File: src/rtl/fifo_pkg.sv
// Shared pointer helpers for the async FIFO pointer blocks.
// Functions work on a wide container; callers truncate to their pointer width.
package fifo_pkg;

  localparam int unsigned MaxPtrWidth = 32;

  typedef logic [MaxPtrWidth-1:0] wide_ptr_t;

  function automatic int unsigned ptr_width(input int unsigned addr_width);
    return addr_width + 1;
  endfunction

  function automatic wide_ptr_t bin2gray(input wide_ptr_t bin);
    return bin ^ (bin >> 1);
  endfunction

  // XOR-prefix from the MSB down; zero-extended upper bits leave low bits exact.
  function automatic wide_ptr_t gray2bin(input wide_ptr_t gray);
    wide_ptr_t bin;
    bin[MaxPtrWidth-1] = gray[MaxPtrWidth-1];
    for (int i = MaxPtrWidth - 2; i >= 0; i--) begin
      bin[i] = bin[i+1] ^ gray[i];
    end
    return bin;
  endfunction

endpackage

File: src/rtl/gray_sync.sv
// Multi-flop synchroniser for a Gray-coded pointer crossing into clk_i.
// Shared by the write- and read-side pointer managers.
module gray_sync #(
  parameter int Width = 3,
  parameter int Depth = 2
) (
  input  logic             clk_i,
  input  logic             rst_ni,
  input  logic [Width-1:0] d_i,
  output logic [Width-1:0] q_o
);

  logic [Width-1:0] stage_q [Depth];

  // NOTE: every stage is cleared, not just the last one; a stale value left in
  // an early stage would surface as a bogus read pointer a few cycles later.
  always_ff @(posedge clk_i) begin
    if (!rst_ni) begin
      for (int i = 0; i < Depth; i++) stage_q[i] <= '0;
    end else begin
      stage_q[0] <= d_i;
      for (int i = 1; i < Depth; i++) stage_q[i] <= stage_q[i-1];
    end
  end

  assign q_o = stage_q[Depth-1];

endmodule

File: src/rtl/inc_gray.sv
// Combinational Gray-code incrementer, wrapping 100..0 back to 000..0.
// Speed 0 round-trips through binary; Speed 1/2 flips one bit directly.
module IncGray
  import fifo_pkg::*;
#(
  parameter int Width = 3,
  parameter int Speed = 1
) (
  input  logic [Width-1:0] gray_i,
  output logic [Width-1:0] gray_o
);

  if (Speed == 0) begin : g_roundtrip
    logic [Width-1:0] bin_inc;
    assign bin_inc = Width'(gray2bin(wide_ptr_t'(gray_i))) + Width'(1);
    assign gray_o  = Width'(bin2gray(wide_ptr_t'(bin_inc)));
  end else begin : g_direct
    logic found;
    // NOTE: defaults first so every path assigns every output; no latches.
    always_comb begin
      gray_o = gray_i;
      found  = 1'b0;
      if (!(^gray_i)) begin
        gray_o[0] = ~gray_i[0];
      end else begin
        // Odd parity: flip the bit just above the lowest set bit.
        for (int i = 0; i < Width - 1; i++) begin
          if (!found && gray_i[i]) begin
            gray_o[i+1] = ~gray_i[i+1];
            found       = 1'b1;
          end
        end
        if (!found) gray_o[Width-1] = ~gray_i[Width-1];
      end
    end
  end

endmodule

File: src/rtl/gray_fifo_wptr.sv
// Write-side pointer, fill level and full flag for an asynchronous FIFO.
// Read pointer arrives Gray-coded from the read domain and is synchronised here.
module gray_fifo_wptr
  import fifo_pkg::*;
#(
  parameter int AddrWidth  = 4,
  parameter int SyncStages = 2,
  parameter int Speed      = 1
) (
  input  logic                 clk_i,
  input  logic                 rst_ni,
  input  logic                 push_i,
  input  logic [AddrWidth:0]   rptr_gray_async_i,
  output logic                 wen_o,
  output logic [AddrWidth-1:0] waddr_o,
  output logic                 full_o,
  output logic [AddrWidth:0]   fill_o,
  output logic [AddrWidth:0]   wptr_gray_o
);

  localparam int PtrWidth = ptr_width(AddrWidth);

  logic [PtrWidth-1:0] wptr_gray_q;
  logic [PtrWidth-1:0] wbin_q;
  logic [PtrWidth-1:0] wgray_inc;
  logic [PtrWidth-1:0] wnext;
  logic [PtrWidth-1:0] rsync;
  logic [PtrWidth-1:0] rbin;
  logic [PtrWidth-1:0] full_pattern;
  logic                full_q;
  logic                accept;

  IncGray #(
    .Width(PtrWidth),
    .Speed(Speed)
  ) u_inc_gray (
    .gray_i(wptr_gray_q),
    .gray_o(wgray_inc)
  );

  gray_sync #(
    .Width(PtrWidth),
    .Depth(SyncStages)
  ) u_rptr_sync (
    .clk_i (clk_i),
    .rst_ni(rst_ni),
    .d_i   (rptr_gray_async_i),
    .q_o   (rsync)
  );

  assign accept = push_i & ~full_q;
  assign wnext  = accept ? wgray_inc : wptr_gray_q;

  // Full when the write pointer is one lap ahead: top two Gray bits inverted.
  if (AddrWidth == 1) begin : g_full_narrow
    assign full_pattern = ~rsync;
  end else begin : g_full_wide
    assign full_pattern = {~rsync[PtrWidth-1:PtrWidth-2], rsync[PtrWidth-3:0]};
  end

  // NOTE: non-blocking assignments so every register samples pre-edge values.
  always_ff @(posedge clk_i) begin
    if (!rst_ni) begin
      wptr_gray_q <= '0;
      wbin_q      <= '0;
      full_q      <= 1'b0;
    end else begin
      if (accept) begin
        wptr_gray_q <= wgray_inc;
        wbin_q      <= wbin_q + PtrWidth'(1);
      end
      full_q <= (wnext == full_pattern);
    end
  end

  assign rbin        = PtrWidth'(gray2bin(wide_ptr_t'(rsync)));
  assign fill_o      = wbin_q - rbin;
  assign wen_o       = accept;
  assign waddr_o     = wbin_q[AddrWidth-1:0];
  assign full_o      = full_q;
  assign wptr_gray_o = wptr_gray_q;

endmodule

File: config.mk
export PLATFORM = sky130hd
export DESIGN_NAME = gray_fifo_wptr
export DESIGN_NICKNAME = d
export VERILOG_FILES = /design/src/rtl/fifo_pkg.sv /design/src/rtl/gray_sync.sv /design/src/rtl/inc_gray.sv /design/src/rtl/gray_fifo_wptr.sv
export SDC_FILE = /design/constraint.sdc
export NUM_CORES = 1
export LEC_CHECK = 0
export ABC_AREA = 1
export CORE_MARGIN = 2
export CORE_UTILIZATION = 40
export DETAILED_ROUTE_END_ITERATION = 7
export PLACE_DENSITY = 0.71
export SYNTH_ARGS = -nofsm -noshare
export SYNTH_HDL_FRONTEND = slang
export SYNTH_SLANG_ARGS = --single-unit
File: constraint.sdc
create_clock -name clk_i -period 6.9 [get_ports clk_i]
set_input_delay 1.38 -clock clk_i [delete_from_list [all_inputs] [get_ports clk_i]]
set_output_delay 1.38 -clock clk_i [all_outputs]
set_load 0.01 [all_outputs]
==> impl_results.md <==
- Crit. End Element: output port
- Post-Synthesis Cells: 165
- Switching part of the total: 0.3261
- Clk sink count: 21
- Total die area: 3383 sq um
- GRT overflow: 0
- Synth Cell Area: 1174 sq um
- RSZ-0062 raised after global routing: no
- Max Clk Rate: 223.3 MHz
- Final Critical Period: 4.478 ns
- Part of the power in the clock network: 0.207
- Worst-Skew Late Latency: 0.31 ns
- P_sw: 0.00009696 W
- Synth area leaders: dfxtp_1, nand2_1, inv_1
- CTS tree: done
- Layout cells sized above 1: 0.03743
- Logic pwr share: 0.346
- Setup TNS: 0 ns
- Largest net degree at the start of global routing: 14
- Initial Util: 0.4220
- Core area: 2781 sq um
- Crit path kind: flip-flop to output port
- Area of the multi-input gates: 591.8 sq um
- Die width: 58.17 microns
- P&R area growth vs syn: 22.28%
- HPWL Detailed: 1.810 mm
- DR top layer: met4
- Wire length on met2: 1.077 mm
- Pre-antenna DRT Iters: 4
- IO Port Bufs: 23
- Top-area cell type share of the netlist area: 0.3582
- Rel. slew slack: 0.7167
- Yosys warning total: 0
- Setup-failing EPs final: 0
- Synth Net Count: 181
- Reg power frac: 0.447
- Layout fillers: 281
- FF+latch area: 420.4 sq um
- Vias: 1023
- Vias in the first global route: 896
- Post-CTS Hold Fix Bufs: 0
- Power Dens Cells: 207.2 nW/um^2
- Crit path DAT: 3.10 ns
- Worst-Margin Slew: 0.4236 ns
- Final Hold Violating Endpoints: 0
- Max cap viols: 0
- Initial DRC count: 43
- Die Height: 58.17 microns
- Biggest area consumer among synthesized cells: dfxtp_1
- Post-DP Area: 1409 sq um
- DRC viols: 0
- # nets final: 204
- Outcome: completed
- Average wire per standard cell: 10.21 microns
- Critical Path Fanout Max: 3
- Met3 WL: 79 microns
- Num ports: 24
- First-pass GRT wire length: 3.726 mm
- Max IR drop VDD: 116.2 uV
- Finished Cell Area: 1435 sq um
- Placer Congestion: 0.8004
- Cell Int Power: 0.0002004 W
- CTS max path bufs: 2
- Hold Crit Class: flip-flop to flip-flop
- Commonest non-fill, non-tap cell in the layout: nand2_1
- Antenna viol nets, final: 0
- Met1 Wirelength: 1.041 mm
- Num rows: 19
- H-tree depth: 1
- CP Launch Type: flip-flop
- Yosys reg bits: 21
- Worst Hold Slack: 0.4263 ns
- Avg Cell Area, Syn: 7.113 sq um
- Via-to-Cell Ratio: 4.693
- P_leak: 0.7012 nW
- Total wire length: 2.225 mm
- Skew final: 0.006188 ns
- CTS Buf Count: 3
- Inserted Diodes: 0
- Sequential cell area fraction in the yosys report: 0.3582
- CTS Root Cell: clkbuf_4
- Crit share post-route: 0.6490
- Most frequent cells in the layout: nand2_1, inv_1, clkdlybuf4s50_1
- GRT Total Usage: 0.1424
- CTS clk-pin slew, worst paths: 0.11 ns
- Unique masters post-synth: 21
- Postcts setup bufs: 0
- # resized after CTS: 0
- Initial antenna violation count: 0
- Required @ worst endpoint: 5.52 ns
- Final max-slew violation count: 0
registers in the layout, indices dropped and copies added, names as in the netlist:
register / cells
wptr_gray_o: 5
full_o: 1
u_rptr_sync.stage_q: 10
wbin_q: 5
layout make-up:
| type | count | share of cell area |
|---|---|---|
| Clock buffer | 4 | 0.01831 |
| Inverter | 34 | 0.08893 |
| Multi-Input combinational cell | 105 | 0.4124 |
| Sequential cell | 21 | 0.2929 |
| Timing Repair Buffer | 23 | 0.1604 |
| Tap cell | 31 | 0.02703 |
cells by family (layout without fill, tap and decap cells):
| logic type | count (synthesis) | after routing | share of synthesized area |
|---|---|---|---|
| AND/OR/NAND/NOR | 73 | 73 | 0.2591 |
| buffers and inverters | 39 | 61 | 0.1375 |
| flip-flops | 21 | 21 | 0.3582 |
| AO/OA/AOI/OAI | 14 | 14 | 0.05970 |
| XOR/XNOR | 10 | 10 | 0.09382 |
| adder cells (fa/ha/maj) | 8 | 8 | 0.09168 |
metal layers:
layer  up-vias  GRT usage
li1        543          -
met3         2    0.02009
met5         -          0
met4         0    0.04983
met1       458     0.1734
met2        20     0.2549
worst paths after layout:
path	slack, ns	to	start	cells after the start
worst min register to register	0.43	u_rptr_sync.stage_q[0][9]	u_rptr_sync.stage_q[0][4]	2
worst max-delay path	2.42	fill_o[4]	u_rptr_sync.stage_q[0][9]	10
worst min-delay path	0.43	u_rptr_sync.stage_q[0][9]	u_rptr_sync.stage_q[0][4]	2
worst max register to register	4.92	full_o	wptr_gray_o[1]	13
power groups by stage:
stage               clock network (W)  registers [W]   logic, W
floorplan                           0       0.000136  0.0000623
global placement                    0       0.000135   0.000100
detailed placement                  0       0.000136   0.000104
CTS                         0.0000624       0.000133   0.000104
global route                0.0000676       0.000134   0.000114
finish                      0.0000615       0.000133   0.000103
synth_stat cells:
master,count
nand2_1,40
inv_1,32
dfxtp_1,21
nor2_1,14
nand3_1,12
a21oi_1,9
ha_1,7
o21ai_0,5
buf_4,4
xor2_1,4
nor3_1,3
xnor2_1,3
nand4_1,2
xor2_2,2
and3_1,1
clkbuf_1,1
clkinv_1,1
fa_1,1
inv_2,1
nor3b_1,1
xnor2_2,1
worst max-delay path, cell delays in order, from the launching register on:
cell	delay, ns
dfxtp_1	0.42
xnor2_2	0.16
xor2_2	0.22
xor2_2	0.22
xor2_1	0.17
inv_1	0.06
ha_1	0.20
fa_1	0.40
o21ai_0	0.22
xor2_1	0.16
clkdlybuf4s50_1	0.55
per-stage QoR:
step / setup WS [ns] / power [W] / util / cells
2_1_floorplan: 3.361 / 0.0001979 / - / 165
3_5_place_dp: 2.761 / 0.0002392 / 0.5065 / 214
5_1_grt: 2.241 / 0.0003159 / 0.5160 / 218
4_1_cts: 2.401 / 0.0002995 / 0.5160 / 218
6_report: 2.422 / 0.0002974 / 0.5160 / 218
3_3_place_gp: 2.794 / 0.0002358 / 0.5065 / 214
Power figures use the tool's default switching activity.
